<file path="src/rtl/fpu_pkg.sv">
`default_nettype none
// ============================================================================
// Module   : fpu_pkg
// Purpose  : Shared constants and helpers for the FP adder pipeline stages.
//            Rounding-mode encodings, exponent limits, canonical special
//            encodings and the round-increment decision.
// Ports    : none (package)
// Revision : 1.0 - initial release
// ============================================================================
package fpu_pkg;

    localparam logic [1:0]  RM_RNE     = 2'b00;  // nearest, ties to even
    localparam logic [1:0]  RM_RDN     = 2'b01;  // toward -inf
    localparam logic [1:0]  RM_RUP     = 2'b10;  // toward +inf
    localparam logic [1:0]  RM_RTZ     = 2'b11;  // toward zero

    localparam logic [7:0]  EXP_MAX    = 8'hff;
    localparam logic [31:0] QNAN       = 32'h7fc0_0000;
    localparam logic [30:0] MAX_FINITE = 31'h7f7f_ffff;  // magnitude only

    // Decide whether the truncated significand must be incremented.
    function automatic logic round_inc(input logic [1:0] rm,
                                       input logic       sign,
                                       input logic       lsb,
                                       input logic       g,
                                       input logic       r,
                                       input logic       s);
        logic inexact;
        inexact = g | r | s;
        case (rm)
            RM_RNE:  round_inc = g & (r | s | lsb);
            RM_RDN:  round_inc = sign & inexact;
            RM_RUP:  round_inc = ~sign & inexact;
            default: round_inc = 1'b0;
        endcase
    endfunction

endpackage
`default_nettype wire

</file>
<file path="src/rtl/fadd_lzc28.sv">
`default_nettype none
// ============================================================================
// Module   : fadd_lzc28
// Purpose  : Combinational leading-zero counter over a 28-bit vector.
// Ports    : d   [27:0] in  - vector to scan, MSB first
//            cnt [4:0]  out - number of zeros above the first set bit
//                             (28 when d is all zero)
// Revision : 1.0 - initial release
// ============================================================================
module fadd_lzc28 (
    input  logic [27:0] d,
    output logic [4:0]  cnt
);

    logic w_found;

    always_comb begin
        cnt     = 5'd28;
        w_found = 1'b0;
        for (int i = 27; i >= 0; i--) begin
            if (!w_found && d[i]) begin
                cnt     = 5'(27 - i);
                w_found = 1'b1;
            end
        end
    end

endmodule
`default_nettype wire

</file>
<file path="src/rtl/fadd_norm_round.sv">
`default_nettype none
// ============================================================================
// Module   : fadd_norm_round
// Purpose  : Normalize/round stage of the pipelined FP adder. Turns the
//            calc-stage fields into a packed IEEE-754 single result and
//            holds it in a main register plus an optional skid register
//            behind a valid/ready handshake.
// Ports    : clk, clrn (sync active-low reset), flush (drop buffered results)
//            in_valid/in_ready, in_frac[27:0], in_exp[7:0], in_rm[1:0],
//            in_sign, in_is_nan, in_is_inf, in_inf_nan_frac[22:0]
//            out_valid/out_ready, out_result[31:0], out_ovf
// Revision : 1.0 - initial release
// ============================================================================
module fadd_norm_round
    import fpu_pkg::*;
#(
    parameter int SKID = 1
) (
    input  logic        clk,
    input  logic        clrn,
    input  logic        flush,
    input  logic        in_valid,
    output logic        in_ready,
    input  logic [27:0] in_frac,
    input  logic [7:0]  in_exp,
    input  logic [1:0]  in_rm,
    input  logic        in_sign,
    input  logic        in_is_nan,
    input  logic        in_is_inf,
    input  logic [22:0] in_inf_nan_frac,
    output logic        out_valid,
    input  logic        out_ready,
    output logic [31:0] out_result,
    output logic        out_ovf
);

    // ------------------------------------------------------------------
    // Normalize
    // ------------------------------------------------------------------
    logic [4:0]  w_z;
    logic [4:0]  w_shamt;
    logic [26:0] w_n;        // {hidden, fraction[22:0], G, R, S}
    logic [9:0]  w_en;       // wide so exponent overflow stays visible

    fadd_lzc28 u_lzc (
        .d   ({in_frac[26:0], 1'b1}),  // sentinel caps the count at 27
        .cnt (w_z)
    );

    always_comb begin
        w_n     = '0;
        w_en    = '0;
        w_shamt = '0;
        if (in_frac[27]) begin
            // Carry out of the add: shift right, fold the lost bit into S.
            w_n  = {in_frac[27:2], in_frac[1] | in_frac[0]};
            w_en = {2'b00, in_exp} + 10'd1;
        end else if (in_exp == 8'd0) begin
            w_n  = in_frac[26:0];
        end else if ({3'b000, w_z} < in_exp) begin
            w_n  = in_frac[26:0] << w_z;
            w_en = {2'b00, in_exp} - {5'b00000, w_z};
        end else begin
            // Cannot reach a hidden 1 without underflowing: go denormal.
            // Here in_exp <= w_z <= 27, so the amount fits in 5 bits.
            w_shamt = 5'(in_exp - 8'd1);
            w_n     = in_frac[26:0] << w_shamt;
        end
    end

    // ------------------------------------------------------------------
    // Round
    // ------------------------------------------------------------------
    logic        w_inc;
    logic [24:0] w_sum;
    logic [23:0] w_sig_r;
    logic [9:0]  w_er;

    assign w_inc = round_inc(in_rm, in_sign, w_n[3], w_n[2], w_n[1], w_n[0]);
    assign w_sum = {1'b0, w_n[26:3]} + {24'd0, w_inc};

    always_comb begin
        w_sig_r = w_sum[23:0];
        w_er    = w_en;
        if (w_sum[24]) begin
            w_sig_r = w_sum[24:1];
            w_er    = w_en + 10'd1;
        end else if (w_en == 10'd0 && w_sum[23]) begin
            // Denormal rounded up into the hidden bit: smallest normal.
            w_er = 10'd1;
        end
    end

    // ------------------------------------------------------------------
    // Result selection: NaN > Inf > zero > overflow > normal
    // ------------------------------------------------------------------
    logic [31:0] w_result;
    logic        w_ovf;
    logic        w_to_inf;

    assign w_to_inf = (in_rm == RM_RNE) ||
                      (in_rm == RM_RDN &&  in_sign) ||
                      (in_rm == RM_RUP && !in_sign);

    always_comb begin
        w_ovf    = 1'b0;
        w_result = {in_sign, w_er[7:0], w_sig_r[22:0]};
        if (in_is_nan) begin
            w_result = {in_sign, EXP_MAX, in_inf_nan_frac};
        end else if (in_is_inf) begin
            w_result = {in_sign, EXP_MAX, 23'h0};
        end else if (in_frac == 28'd0) begin
            w_result = {in_sign, 31'h0};
        end else if (w_er >= {2'b00, EXP_MAX}) begin
            w_ovf    = 1'b1;
            w_result = w_to_inf ? {in_sign, EXP_MAX, 23'h0}
                                : {in_sign, MAX_FINITE};
        end
    end

    // ------------------------------------------------------------------
    // Main + skid output buffer
    // ------------------------------------------------------------------
    logic        r_main_valid;
    logic [31:0] r_main_result;
    logic        r_main_ovf;
    logic        r_skid_valid;
    logic [31:0] r_skid_result;
    logic        r_skid_ovf;
    logic        w_in_fire;
    logic        w_out_fire;

    generate
        if (SKID != 0) begin : g_skid
            assign in_ready = !r_skid_valid;
        end else begin : g_noskid
            assign in_ready = !r_main_valid || out_ready;
        end
    endgenerate

    assign w_in_fire  = in_valid && in_ready;
    assign w_out_fire = r_main_valid && out_ready;

    always_ff @(posedge clk) begin
        if (!clrn) begin
            r_main_valid  <= 1'b0;
            r_main_result <= '0;
            r_main_ovf    <= 1'b0;
            r_skid_valid  <= 1'b0;
            r_skid_result <= '0;
            r_skid_ovf    <= 1'b0;
        end else if (flush) begin
            r_main_valid <= 1'b0;
            r_skid_valid <= 1'b0;
        end else if (!r_main_valid || w_out_fire) begin
            if (r_skid_valid) begin
                // in_ready is low while the skid is occupied, so no new
                // input can compete with the refill.
                r_main_valid  <= 1'b1;
                r_main_result <= r_skid_result;
                r_main_ovf    <= r_skid_ovf;
                r_skid_valid  <= 1'b0;
            end else if (w_in_fire) begin
                r_main_valid  <= 1'b1;
                r_main_result <= w_result;
                r_main_ovf    <= w_ovf;
            end else begin
                r_main_valid  <= 1'b0;
            end
        end else if (w_in_fire && SKID != 0) begin
            r_skid_valid  <= 1'b1;
            r_skid_result <= w_result;
            r_skid_ovf    <= w_ovf;
        end
    end

    assign out_valid  = r_main_valid;
    assign out_result = r_main_result;
    assign out_ovf    = r_main_ovf;

endmodule
`default_nettype wire

</file>
<file path="config.mk">
export PLATFORM = sky130hd
export DESIGN_NAME = fadd_norm_round
export DESIGN_NICKNAME = d
export VERILOG_FILES = /design/src/rtl/fpu_pkg.sv /design/src/rtl/fadd_lzc28.sv /design/src/rtl/fadd_norm_round.sv
export SDC_FILE = /design/constraint.sdc
export NUM_CORES = 1
export LEC_CHECK = 0
export BUFFER_PORTS_ARGS = -buffer_cell sky130_fd_sc_hd__buf_2
export CAP_MARGIN = 10
export CORE_MARGIN = 1
export CORE_UTILIZATION = 42
export CTS_CLUSTER_SIZE = 14
export DETAILED_ROUTE_END_ITERATION = 8
export PLACE_DENSITY = 0.64
export SYNTH_ARGS = -nofsm -noshare
export SYNTH_HDL_FRONTEND = slang
export SYNTH_HIERARCHICAL = 1
export SYNTH_SLANG_ARGS = --single-unit
</file>
<file path="constraint.sdc">
create_clock -name clk -period 22.7 [get_ports clk]
set_input_delay 4.54 -clock clk [delete_from_list [all_inputs] [get_ports clk]]
set_output_delay 4.54 -clock clk [all_outputs]
set_load 0.05 [all_outputs]
</file>
Word level (Yosys, flattened, before mapping) --
Cells that the tools add are included. Widths: inputs -> output; s select.
Word-level totals: register bits 68, output and inout port bits 35, input port bits 69, word-level logic and storage cells 181
Cells by class: magnitude comparators 2, shift-type cells 2, $add $sub $neg 5, bitwise gates (word level) 12, eq/ne operators 2, reduce and logical (&&, ||, !) cells 72, muxes and demuxes 80
Operators with widths (number):
- $mux 5 | 28
- $mux 31 | 4
- $mux 27 | 3
- $mux 32 | 2
- $shl 27x5->27 | 2
- $mux 10 | 5
- $mux 1 | 35
- $logic_and 1x1->1 | 31
- $logic_not 1->1 | 29
- $logic_not 28->1 | 1
- $add 24x1->25 | 1
- $mux 24 | 1
- $mux 23 | 1
- $add 10x1->10 const B | 1
- $ge 10x8->1 const B | 1
- $logic_not 10->1 | 1
- $add 8x1->9 const B | 1
- $sub 8x5->9 | 1
- $logic_not 8->1 | 1
- $lt 5x8->1 | 1
- $reduce_and 3->1 | 2
- $or 1x1->1 | 5
- $sub 5x1->5 const B | 1
- $not 1->1 | 4
- 9 further kinds | 13

Longest topological paths before layout --
depth after elaboration 99, depth in mapped cells 35, depth with buffers taken out 30

Hierarchy --
The synthesis kept the hierarchy.
Modules (own cells, without submodules):
- fadd_norm_round | cells an instance 1024, times used 1, area each 7353.3 um^2
- fadd_lzc28 | cells an instance 52, times used 1, area each 335.3 um^2

Worst setup path after synthesis --
No wires, ideal clock.
kind input-to-reg, start input in_frac[10], end register r_main_result[5] (netlist: out_result[5]), path slack 11.205 ns, setup time 0.132 ns, stages 33, data arrival time 11.363 ns, data required time 22.568 ns, cell sequence or4_1 > nor3_1 > nand2_1 > a21oi_1 > clkbuf_1 > inv_1 > ha_1 > a21o_1 > or2_4 > o21ai_4 > mux2i_1 > buf_2 > buf_2 > buf_1 > nand2_1 > o21ai_0 > nor2_1 > a21oi_1 > o21ai_0 > a211oi_1 > ha_1 > ha_1 > inv_1 > o22ai_1 > nand3b_1 > nor3_1 > nand3_4 > o221a_4 > o311ai_4 > buf_6 > a21oi_1 > a2111oi_0 > nor3_1
On the way: longest elaborated chain between the ends 52, elaborated cells on any way between the ends 77, classes of those cells 3 x add/sub; 2 x order compare; 2 x shift; 39 x mux; 7 x bitwise; 24 x reduce/logical
Ends and longest elaborated chain:
- start, declared | RTL line fadd_norm_round.sv:24 | input logic [27:0] in_frac,
- $logic_and 1x1->1 (*) | RTL line fadd_lzc28.sv:21 | if (!w_found && d[i]) begin
- $mux 1 | RTL line fadd_lzc28.sv:21
- $logic_not 1->1 | RTL line fadd_lzc28.sv:21
- $logic_and 1x1->1 | RTL line fadd_lzc28.sv:21
- $mux 1 | RTL line fadd_lzc28.sv:21
- $logic_not 1->1 | RTL line fadd_lzc28.sv:21
- $logic_and 1x1->1 | RTL line fadd_lzc28.sv:21
- $mux 1 | RTL line fadd_lzc28.sv:21
- (+25 left out)
- via w_z[3] | RTL line fadd_norm_round.sv:40 | logic [4:0] w_z;
- (+11 left out)
- $mux 10 | RTL line fadd_norm_round.sv:85 | if (w_sum[24]) begin
- $ge 10x8->1 | RTL line fadd_norm_round.sv:114 | end else if (w_er >= {2'b00, EXP_MAX}) begin
- $mux 31 (*) | RTL line fadd_norm_round.sv:114
- $mux 31 (*) | RTL line fadd_norm_round.sv:112 | end else if (in_frac == 28'd0) begin
- $mux 31 (*) | RTL line fadd_norm_round.sv:110 | end else if (in_is_inf) begin
- $mux 31 (*) | RTL line fadd_norm_round.sv:108 | if (in_is_nan) begin
- $mux 32 (*) | RTL line fadd_norm_round.sv:163 | end else if (w_in_fire) begin
- $mux 32 (*) | RTL line fadd_norm_round.sv:156 | if (r_skid_valid) begin
- end signal, assigned | RTL line fadd_norm_round.sv:160 | r_main_result <= r_skid_result;
- end signal, assigned | RTL line fadd_norm_round.sv:165 | r_main_result <= w_result;
- end, declared | RTL line fadd_norm_round.sv:125 | logic [31:0] r_main_result;
Mark *: on every way through the listed nets, which the timed path passes. The rest lies on a longest branch. The select of a mux whose other input is x is not followed. A chain may end at the register's enable or synchronous reset.

Final worst setup path --
start input in_frac[10], end register r_main_result[3] (netlist: out_result[3])
The elaborated chain is that of the path after synthesis.

==> run metrics <==
number of enable flip-flop cells after synthesis=0; final setup violation count=0; buffer levels on the longest clock path=2; number of antenna violations at the first check in global routing=0; worst vdd ir=0.0472 mV; total power divided by cell area=51.3 mW/mm^2; I/O Pins=104; cell chosen for the clock root=sky130_fd_sc_hd__clkbuf_16; amount of wire on met3 after detailed routing=3230 um; DR vias/cell=6.77; prevailing post-synth register cell=sky130_fd_sc_hd__dfxtp_1; P&R area growth vs syn=12.0%; fraction of power consumed by combinational cells=0.382; worst path setup slack after routing=around 9.6 ns; number of nets in the finished design=around 1200; Max-Cap Viols=0; die extent in x=137 um; cell types with the highest counts after synthesis=123 x sky130_fd_sc_hd__a21oi_1, 86 x sky130_fd_sc_hd__nand2_1, 82 x sky130_fd_sc_hd__o21ai_0; pre-CTS setup slack=approximately 9.6 ns; Yosys warning total=6; uppermost layer routed=met4; total number of placement rows=49; library cell occupying the most area in the post-synthesis netlist=sky130_fd_sc_hd__dfxtp_1; overall fraction of global-route tracks in use=0.316; share of power burned in the clock network=0.331; DR DRC count=0; final hold violation count=0; Fin Hold WS=0.452 ns; layout cell share with drive strength beyond 1=0.179; total half-perimeter wirelength after legalization and detailed placement=21700 um; number of setup buffers added after CTS=0; Routed WL per cell=22.0 um; critical path capture point type=flop; final number of max-transition violations=0; number of instances in the synthesized netlist=1076; Routed Antenna Nets=0; overall die area=0.0189 mm^2; WL met2=13100 um; TritonCTS sink count=68; WHS Path Cells=2; placeable core region=0.0180 mm^2; quantity of gates resized following cts=0; tightest slew margin relative to the limit=0.292; post-synth top area share=0.177; number of synthesized register bits=68; fraction of registers with async set or reset after synthesis=0; final instance area=0.00861 mm^2; Critical Path AT=between 10 and 15 ns; path type of the worst setup path=in -> reg; Filler cells=about 1800; total negative slack for setup checks=0 ns; Layout Skew=0.00907 ns; slew of the pin with the lowest slew margin=~1.1 ns; slowest library cell on the worst path=sky130_fd_sc_hd__a21boi_0; path length in cells of the critical path=30; launching element type of the critical path=input port; number of cells on the worst reg-to-reg path=6; worst-skew pair later-pin latency=~0.34 ns; via count=9222; TritonCTS Buffers=9; Most Frequent Cell on Critical Path=sky130_fd_sc_hd__a21oi_1; most area-consuming cells after synthesis=sky130_fd_sc_hd__dfxtp_1 18%, sky130_fd_sc_hd__a21oi_1 8.0%, sky130_fd_sc_hd__o21ai_0 5.3%, sky130_fd_sc_hd__nand2_1 4.2%, sky130_fd_sc_hd__o211ai_1 3.6%; post-synthesis cell type count=between 90 and 100; detailed-router iteration count before antenna repair=7; final worst-path cycle share=0.577; unrepaired setup endpoints after global routing=no; power spent charging and discharging nets=0.173 mW; final total power=0.442 mW; number of port buffers=slightly above 100; outcome=finished, final reports clean; routability cong.=about 1.1; mean instance size in the synthesized netlist=7.15 um^2; routed wire length=29900 um; Tmin final=around 13 ns; Area after DPL=0.00830 mm^2; drt initial violations=1136; total routed wire length on the met1 layer=12500 um; classification of the worst-slack hold path=reg -> reg; proportion of total power due to net switching=0.390; largest stage delay on the critical path=0.80 ns; number of hold buffers added after cts=0; CTS tree=yes; pin count of the biggest net entering global routing=57; most frequently used cell type in the post-synthesis netlist=sky130_fd_sc_hd__a21oi_1; leakage power summed over all cells=roughly 3.2 nW; Initial Utilization=0.428; required time at the endpoint of the critical path=22.91 ns; share of the yosys chip area belonging to registers=0.177; worst-path maximum fanout=26; Internal Pwr Total=0.269 mW; remaining global-route overflow=0; number of global-route vias before repair=just over 8000; H-tree depth reported by CTS=3; register share of total power=0.287; Max Fclk=76.4 MHz; number of buffers and inverters on the critical path=2; cell area after synthesis=about 0.0077 mm^2; clock transition at the register clock pins on the worst setup and hold paths after CTS=around 0.06 ns; vertical die dimension=about 140 um; cell family contributing the most delay on the critical path=compound AO/OA/AOI/OAI gates; number of inserted diodes=0; wire length of the first global-routing pass=46100 um
sequential cells by signal, indices dropped and copies added (netlist names):
signal,flops
out_ovf,1
out_result,32
out_valid,1
r_skid_ovf,1
r_skid_result,32
r_skid_valid,1
path summary, 6_finish.rpt:
| check | start | to | slack [ns] |
|---|---|---|---|
| max reg2reg | r_skid_valid$_SDFFE_PP0P_ | out_result[3]$_SDFFE_PN0P_ | 20.18 |
| min | out_result[25]$_SDFFE_PN0P_ | out_result[25]$_SDFFE_PN0P_ | 0.45 |
| min reg2reg | out_result[25]$_SDFFE_PN0P_ | out_result[25]$_SDFFE_PN0P_ | 0.45 |
| max | in_frac[10] | out_result[3]$_SDFFE_PN0P_ | 9.61 |
power by group through the flow:
stage	Sequential (mW)	Clock (mW)	Combinational (mW)
2_1_floorplan	0.144	0	0.0974
3_3_place_gp	0.129	0	0.164
3_5_place_dp	0.129	0	0.162
4_1_cts	0.127	0.149	0.163
5_1_grt	0.127	0.153	0.180
6_report	0.127	0.146	0.169
placed cells by master (no fill, tap or decap), drive strengths merged, types with 11 or more instances in the layout:
master	n
o21ai	94
nor3	50
o22ai	11
a21oi	124
or3	30
a31oi	15
nand3	55
inv	31
mux2i	20
mux2	13
nand2	86
o31ai	15
xor2	16
nand2b	15
a2111oi	15
o211ai	39
buf	122
ha	15
nor2	69
dfxtp	68
xnor2	18
a211oi	12
a311oi	12
nor4	16
clkbuf	11
metal layers:
layer,up-vias,track usage
li1,4259,-
met1,4258,0.426
met2,600,0.490
met3,105,0.0618
met4,0,0.127
met5,-,0
per-stage QoR:
| stage | instances | util |
|---|---|---|
| floorplan | 1078 | - |
| global placement | 1346 | 0.462 |
| detailed placement | 1346 | 0.462 |
| CTS | 1362 | 0.479 |
| global route | 1362 | 0.479 |
| finish | 1362 | 0.479 |
area by class of cell:
| class | count | area [um^2] | share of cell area |
|---|---|---|---|
| multi-input combinational | 896 | 5880 | 0.683 |
| sequential | 68 | 1360 | 0.158 |
| timing repair buffer | 122 | 658 | 0.0764 |
| tap | 229 | 287 | 0.0333 |
| clock buffer | 11 | 253 | 0.0294 |
| inverter | 31 | 116 | 0.0135 |
| clock inverter | 5 | 58.8 | 0.00683 |
tightest hold or removal path, delay by kind of cell (launching register included):
kind	cells	cell delay, ns
compound gates	1	0.05
simple gates	1	0.05
flops	1	0.30
cell families after synthesis:
group / after synthesis / synth area share
AOI/OAI and AO/OA: 436 / 0.388
and+or+nand+nor: 370 / 0.249
buffers and inverters: 114 / 0.0627
DFF: 68 / 0.177
muxes: 37 / 0.0573
xor gates and xnor gates: 34 / 0.0387
adders and majority gates: 16 / 0.0270
other: 1 / 0.000488
(Power assumes the default switching activity.)
